===== src/rtl/gf180mcu_fd_sc_mcu9t5v0__tie_seq.sv =====
// Sequenced strap controller: holds N straps at TIE_VAL and releases them one bit at a time.
// Optional ACK-wait timeout with a sticky ERR output: define GF180MCU_FD_SC_MCU9T5V0__TIE_SEQ_TIMEOUT_EN.
module gf180mcu_fd_sc_mcu9t5v0__tie_seq #(
  parameter int            N       = 4,
  parameter int            DLY     = 8,
  parameter logic [N-1:0]  TIE_VAL = {N{1'b1}}
`ifdef GF180MCU_FD_SC_MCU9T5V0__TIE_SEQ_TIMEOUT_EN
  ,
  parameter int            TO_CYC  = 255
`endif
) (
`ifdef USE_POWER_PINS
  inout  wire          VDD,
  inout  wire          VSS,
`endif
  input  logic         CLK,
  input  logic         RST,
  input  logic         START,
  input  logic         ABORT,
  input  logic [N-1:0] CFG,
  input  logic [N-1:0] ACK,
  output logic [N-1:0] Z,
  output logic         BUSY,
  output logic         DONE
`ifdef GF180MCU_FD_SC_MCU9T5V0__TIE_SEQ_TIMEOUT_EN
  ,
  output logic         ERR
`endif
);

  localparam int IW = (N > 1) ? $clog2(N) : 1;
  localparam int CW = (DLY > 1) ? $clog2(DLY) : 1;

  typedef enum logic [1:0] {S_IDLE, S_APPLY, S_SETTLE, S_FIN} state_t;

  state_t         state_q, state_d;
  logic [N-1:0]   z_q, z_d;
  logic [N-1:0]   cfg_q, cfg_d;
  logic [IW-1:0]  idx_q, idx_d;
  logic [CW-1:0]  cnt_q, cnt_d;

`ifdef GF180MCU_FD_SC_MCU9T5V0__TIE_SEQ_TIMEOUT_EN
  localparam int WW = (TO_CYC > 1) ? $clog2(TO_CYC + 1) : 1;
  logic           err_q, err_d;
  logic [WW-1:0]  wcnt_q, wcnt_d;
`endif

  always_ff @(posedge CLK) begin
    if (RST) begin
      state_q <= S_IDLE;
      z_q     <= TIE_VAL;
      cfg_q   <= '0;
      idx_q   <= '0;
      cnt_q   <= '0;
`ifdef GF180MCU_FD_SC_MCU9T5V0__TIE_SEQ_TIMEOUT_EN
      err_q   <= 1'b0;
      wcnt_q  <= '0;
`endif
    end else begin
      state_q <= state_d;
      z_q     <= z_d;
      cfg_q   <= cfg_d;
      idx_q   <= idx_d;
      cnt_q   <= cnt_d;
`ifdef GF180MCU_FD_SC_MCU9T5V0__TIE_SEQ_TIMEOUT_EN
      err_q   <= err_d;
      wcnt_q  <= wcnt_d;
`endif
    end
  end

  // ABORT outranks START; in IDLE it has nothing to undo.
  always_comb begin
    state_d = state_q;
    z_d     = z_q;
    cfg_d   = cfg_q;
    idx_d   = idx_q;
    cnt_d   = cnt_q;
`ifdef GF180MCU_FD_SC_MCU9T5V0__TIE_SEQ_TIMEOUT_EN
    err_d   = err_q;
    wcnt_d  = wcnt_q;
`endif
    if (ABORT && (state_q != S_IDLE)) begin
      state_d = S_IDLE;
      z_d     = TIE_VAL;
    end else begin
      case (state_q)
        S_IDLE, S_FIN: begin
          if (START) begin
            cfg_d   = CFG;
            z_d     = TIE_VAL;
            idx_d   = '0;
            state_d = S_APPLY;
`ifdef GF180MCU_FD_SC_MCU9T5V0__TIE_SEQ_TIMEOUT_EN
            err_d   = 1'b0;
`endif
          end
        end
        S_APPLY: begin
          z_d[idx_q] = cfg_q[idx_q];
          cnt_d      = CW'(DLY - 1);
          state_d    = S_SETTLE;
`ifdef GF180MCU_FD_SC_MCU9T5V0__TIE_SEQ_TIMEOUT_EN
          wcnt_d     = '0;
`endif
        end
        S_SETTLE: begin
          if (cnt_q != '0) begin
            cnt_d = cnt_q - 1'b1;
          end else if (ACK[idx_q]) begin
            if (idx_q == IW'(N - 1)) begin
              state_d = S_FIN;
            end else begin
              idx_d   = idx_q + 1'b1;
              state_d = S_APPLY;
            end
          end else begin
`ifdef GF180MCU_FD_SC_MCU9T5V0__TIE_SEQ_TIMEOUT_EN
            if (wcnt_q == WW'(TO_CYC - 1)) begin
              err_d   = 1'b1;
              z_d     = TIE_VAL;
              state_d = S_IDLE;
            end else begin
              wcnt_d = wcnt_q + 1'b1;
            end
`endif
          end
        end
        default: state_d = S_IDLE;
      endcase
    end
  end

  assign Z    = z_q;
  assign BUSY = (state_q == S_APPLY) || (state_q == S_SETTLE);
  assign DONE = (state_q == S_FIN);
`ifdef GF180MCU_FD_SC_MCU9T5V0__TIE_SEQ_TIMEOUT_EN
  assign ERR  = err_q;
`endif

endmodule


===== config.mk =====
export PLATFORM = sky130hd
export DESIGN_NAME = gf180mcu_fd_sc_mcu9t5v0__tie_seq
export DESIGN_NICKNAME = d
export VERILOG_FILES = /design/src/rtl/gf180mcu_fd_sc_mcu9t5v0__tie_seq.sv
export SDC_FILE = /design/constraint.sdc
export NUM_CORES = 1
export LEC_CHECK = 0
export ABC_AREA = 1
export CORE_MARGIN = 2
export CORE_UTILIZATION = 40
export DETAILED_ROUTE_END_ITERATION = 8
export PLACE_DENSITY = 0.67
export SETUP_SLACK_MARGIN = 0.1
export SLEW_MARGIN = 20
export SYNTH_ARGS = -nofsm -noshare
export SYNTH_HDL_FRONTEND = slang
export SYNTH_SLANG_ARGS = --single-unit

===== constraint.sdc =====
create_clock -name CLK -period 1.6 [get_ports CLK]
set_clock_uncertainty 0.2 [all_clocks]
set_input_delay 0.32 -clock CLK [delete_from_list [all_inputs] [get_ports CLK]]
set_output_delay 0.32 -clock CLK [all_outputs]
set_load 0.02 [all_outputs]

# --- Word level (Yosys, flattened, before mapping) ---
# Index checks and enable logic that the tools add are counted.
totals:
  register_bits: 15
  latch_bits: 0
  ram_bits: 0
  romBits: 0
  inputBits: 12
  output_inout_bits: 6
  elab_cells: 56
  mem_count: 0
classes:
  n_addsub: 2
  multipliers: 0
  div: 0
  magnitude_cmp: 2
  eq_ne: 9
  shift: 0
  mux: 21
  n_bitwise: 1
  reduce_logical: 16
ops:
  columns: ["op", "count"]
  rows:
  - ["2-bit 2-to-1 mux", 8]
  - ["2-bit inequality test, second input constant", 5]
  - ["3-bit AND reduction", 3]
  - ["4-bit one-hot mux with 2 select lines", 1]
  - ["2-bit nonzero test", 4]
  - ["2-bit equality test, second input constant", 3]
  - ["2-bit one-hot mux with 3 select lines", 1]
  - ["3-bit one-hot mux with 2 select lines", 1]
  - ["6-bit AND reduction", 1]
  - ["1-bit binary-select mux with 2-bit select", 2]
  - ["4-bit bitwise mux", 1]
  - ["4-bit 2-to-1 mux", 1]
  - ["2-bit one-hot mux with 2 select lines", 1]
  - ["2-bit OR reduction", 2]
  - ["2-bit by 3-bit less-than comparator with 1-bit output, second input constant", 1]
  - ["1-bit 2-to-1 mux", 3]
  - ["3-bit 2-to-1 mux", 1]
  - ["3-bit nonzero test", 1]
  - ["3-bit by 1-bit subtractor with 3-bit output, second input constant", 1]
  - ["2-bit by 1-bit adder with 2-bit output, second input constant", 1]
  - ["1-bit demux with 2-bit select", 1]
  - ["2-bit by 1-bit equality test with 1-bit output, second input constant", 1]
  - ["2-bit by 1-bit >= comparator with 1-bit output, second input constant", 1]
  - ["1-bit logical AND", 2]
  - ["other kinds (4)", 4]

# --- Logic depth before layout (Yosys ltp) ---
depth:
  word_depth: 6
  depth_mapped: 11
  depth_no_buf: 11

# --- Worst setup path after synthesis ---
# No wires, ideal clock.
synth_path:
  kind: "reg-to-reg"
  start: "register state_q[0]"
  end: "register z_q[0], in the netlist Z[0]"
  t_arrival_ps: 1553
  required_time_ps: 1285
  setup_slack_ps: -268
  stages_incl_launch_ff: 9
  path_buffers: 0
  period_less_slack_ps: 1868
  cell_sequence: "dfxtp_1 inv_1 ha_1 nor2_1 inv_1 o21ai_1 nand2_1 a21oi_1 nand2_1"
synth_between:
  elab_chain_len: 4
  elab_cells_between_ends: 11
  classes_between: "eq/ne (3); mux (1); reduce/logical (7)"
synth_rtl:
  columns: ["item", "line_no", "text"]
  rows:
  - ["from (decl)", "36", "state_t state_q, state_d;"]
  - ["from (signal assigned)", "60", "state_q <= state_d;"]
  - ["2-bit equality test / 2-bit logical NOT (equally long branches)", "87", "case (state_q)"]
  - ["2-bit OR reduction", "87", null]
  - ["2-bit inequality test (no line) / 2-bit nonzero test (equally long branches)", null, null]
  - ["2-bit AND reduction (no line)", null, null]
  - ["to (signal assigned)", "61", "z_q <= z_d;"]
  - ["to (decl)", "37", "logic [N-1:0] z_q, z_d;"]
# Several ways; a longest one is shown, not always the timed one.
# A chain may end at the register's enable or synchronous reset.

# --- Worst setup path after layout ---
layout_path:
  start: "register state_q[0]"
  end: "register z_q[2], in the netlist Z[2]"
# Same word-level chain as after synthesis.

==> metrics.md <==
| Metric | Value |
|---|---|
| Slowest stage cell, crit path | dfxtp_2 |
| CTS Sinks | 15 |
| Final min period | 1.650 ns |
| Crit path arrival time | 1.64 ns |
| # setup viols final | 5 |
| Placed wire-length estimate | 1712 um |
| Power Dens Cells | 1936 mW/mm2 |
| HP Start | cfg_q[1]$_SDFFE_PP0P_ |
| Drt first pass iters | 4 |
| Status | finished, violations left |
| Crit Path Class | flip-flop to flip-flop |
| Reg-to-Reg Start | state_q[0]$_SDFFE_PP0P_ |
| Diodes inserted | 0 |
| Fillers | 194 |
| RSZ-0062 raised after global routing | true |
| Crit-path max cell delay | 0.36 ns |
| Row count | 17 |
| Warnings, synthesis | 0 |
| FF-to-FF setup slack | -0.05 ns |
| Placed cell area | 0.001250 mm2 |
| Reg-to-reg critical path endpoint | Z[2]$_SDFFE_PP1P_ |
| Cells on Worst Hold Path | 2 |
| CP Cell Sequence | inv_2 > ha_4 > buf_8 > nor2_4 > inv_2 > o21ai_4 > nand2_1 > a21oi_2 > nand2_1 |
| Largest delay share family, worst path | flip-flops |
| Worst hold endpoint | cfg_q[1]$_SDFFE_PP0P_ |
| Final Worst Setup Slack | -0.05046 ns |
| Final WL | 2436 um |
| Max Clk Rate | 605.9 MHz |
| Worst-Skew Late Latency | 0.29 ns |
| Post-Syn Area | 912.1 um2 |
| Seq cells post-synth | 15 |
| Worst endpoint required time | 1.59 ns |
| Clk pwr share | 7.9% |
| Via-per-instance ratio | 4.762 |
| Syn avg cell area | 6.658 um2 |
| GR Overflow Total | 0 |
| First-pass GRT wire length | 3726 um |
| Clock transition at the registers of the reported paths | 0.10 ns |
| Final Max Slew Viols | 0 |
| Routability cong. | 0.7851 |
| Cell Int Power | 1.571 mW |
| Total CTS buffers | 3 |
| Leakage | 0.6763 nW |
| DRC | 0 |
| Die Ht | 51.75 um |
| CP endpoint kind | flip-flop |
| Final ANT Viol Nets | 0 |
| H-tree Lvls | 1 |
| Most frequent cells in the layout | 26 x nand2_1, 17 x buf_4, 12 x nor2_1 |
| Max_cap viols | 0 |
| DR WL/cell | 11.83 um |
| CTS tree | built |
| Startpoint types | flip-flop |
| Reg area | 305.3 um2 |
| Largest net degree at the start of global routing | 10 |
| Global Route Usage Sum | 18.75% |
| Sw Share | 46.65% |
| Number of global-route vias before repair | 877 |
| Die Wd | 51.75 um |
| Violated checks | negative setup slack |
| Fin area | 0.001521 mm2 |
| Fin Hold WS | 0.2872 ns |
| Layout cells sized above 1 | 48.31% |
| Core ar. | 0.002191 mm2 |
| Total die area | 0.002678 mm2 |
| Part of the Yosys area used for sequential elements | 32.92% |
| Tcrit/Tclk final | 103.2% |
| Clock Path Buffers | 2 |
| Post-layout util | 69.45% |
| CP bufs+invs | 3 |
| Commonest non-fill, non-tap cell in the layout | nand2_1 |
| Initial Util | 41.63% |
| Net switching power | 1.374 mW |
| Worst vdd ir | 0.001165 V |
| Antenna violations before repair | 0 |
| CP max FO | 6 |
| Top-level port count | 18 |
| Worst Reg-to-Reg Cells | 9 |
| 1st-iter DRT viols | 17 |
| Via Count | 981 |
| Hold violation count in the final report | 0 |
| Synthesized Nets | 160 |
| Total negative slack | -0.1444 ns |
| Area growth, synth to finish | 66.80% |
| Slew HR | 72.49% |
| Root buffer cell | clkbuf_4 |
| Combinational power share | 72.1% |
| Syn Inst Count | 137 |
| Sequential share of power | 20.0% |
| Netlist cell types | 14 |
| Number of port buffers | 17 |
| Tightest Pin Transition | 0.4126 ns |
| Worst min path class | flip-flop to flip-flop |
| Post-layout net count | 202 |
| Area of the multi-input gates | 750.7 um2 |
[how the worst max path moves through the flow]
stage	from	slack, ns	endpoint	depth (start not counted)
2_1_floorplan	state_q[0]$_SDFFE_PP0P_	0.09	Z[0]$_SDFFE_PP1P_	7
3_3_place_gp	ABORT	-0.20	Z[3]$_SDFFE_PP1P_	7
3_5_place_dp	ABORT	-0.28	Z[2]$_SDFFE_PP1P_	7
4_1_cts	state_q[1]$_SDFFE_PP0P_	-0.04	Z[2]$_SDFFE_PP1P_	8
5_1_grt	state_q[0]$_SDFFE_PP0P_	-0.10	Z[2]$_SDFFE_PP1P_	9
6_report	state_q[0]$_SDFFE_PP0P_	-0.05	Z[2]$_SDFFE_PP1P_	9
[kinds of logic after synthesis]
kind of cell               count (synthesis)  share of synthesized area, %
AOI/OAI and AO/OA                         22                         12.48
adders and majority gates                 11                         15.09
buffers and inverters                     22                         9.054
DFF                                       15                         32.92
and+or+nand+nor                           67                         30.45
[power by group through the flow]
| stage | Sequential [mW] | Combinational [mW] | Clock [mW] |
|---|---|---|---|
| 5_1_grt | 0.606 | 2.33 | 0.253 |
| 6_report | 0.590 | 2.12 | 0.233 |
| 4_1_cts | 0.579 | 1.76 | 0.229 |
| 3_3_place_gp | 0.582 | 1.37 | 0 |
| 3_5_place_dp | 0.587 | 1.42 | 0 |
| 2_1_floorplan | 0.603 | 0.904 | 0 |
[worst min-delay path, cell delays in order, from the launching register on]
cell and delay (ns):
dfxtp_1 0.34, nor2_1 0.05, nor2_1 0.08
[stage by stage]
stage | std cells | power, mW | worst slack [ns]
floorplan | 137 | 1.507 | 0.09212
global placement | 195 | 1.954 | -0.1960
detailed placement | 195 | 2.003 | -0.2780
CTS | 202 | 2.567 | -0.04124
global route | 206 | 3.188 | -0.1022
finish | 206 | 2.945 | -0.05046
[synthesized netlist by cell type (all sizes together)]
cell type | number | area (um2)
nand2 | 35 | 136.4
inv | 22 | 82.58
nor2 | 17 | 66.32
dfxtp | 15 | 300.3
nand3 | 15 | 75.07
ha | 11 | 137.6
a21oi | 10 | 50.05
o21ai | 10 | 50.04
o22ai | 1 | 6.260
o31ai | 1 | 7.510
[layout make-up]
| class | count | area share (%) |
|---|---|---|
| sequential | 15 | 20.07 |
| inverter | 22 | 6.086 |
| multi-input combinational | 100 | 49.34 |
| clock buffer | 4 | 1.727 |
| timing repair buffer | 37 | 20.48 |
| tap | 28 | 2.303 |
[sequential cells by signal, indices dropped and copies added (netlist names)]
name	flops
Z	4
cfg_q	4
cnt_q	3
idx_q	2
state_q	2
[timing repair]
action	CTS	global route
resized for setup	55	34
gates cloned	0	0
buffers inserted	4	4
pin swaps	16	14
setup endpoints to repair	21	21
hold endpoints to repair	0	0
hold buffers	0	0
[routing by layer]
metal | track usage [%] | vias to the layer above | share of wire (%)
li1 | - | 515 | -
met4 | 6.579 | 0 | 1.3
met1 | 21.87 | 449 | 44
met2 | 33.97 | 12 | 52
met3 | 3.448 | 5 | 2.5
met5 | 0 | - | 0
(Power assumes the default switching activity.)
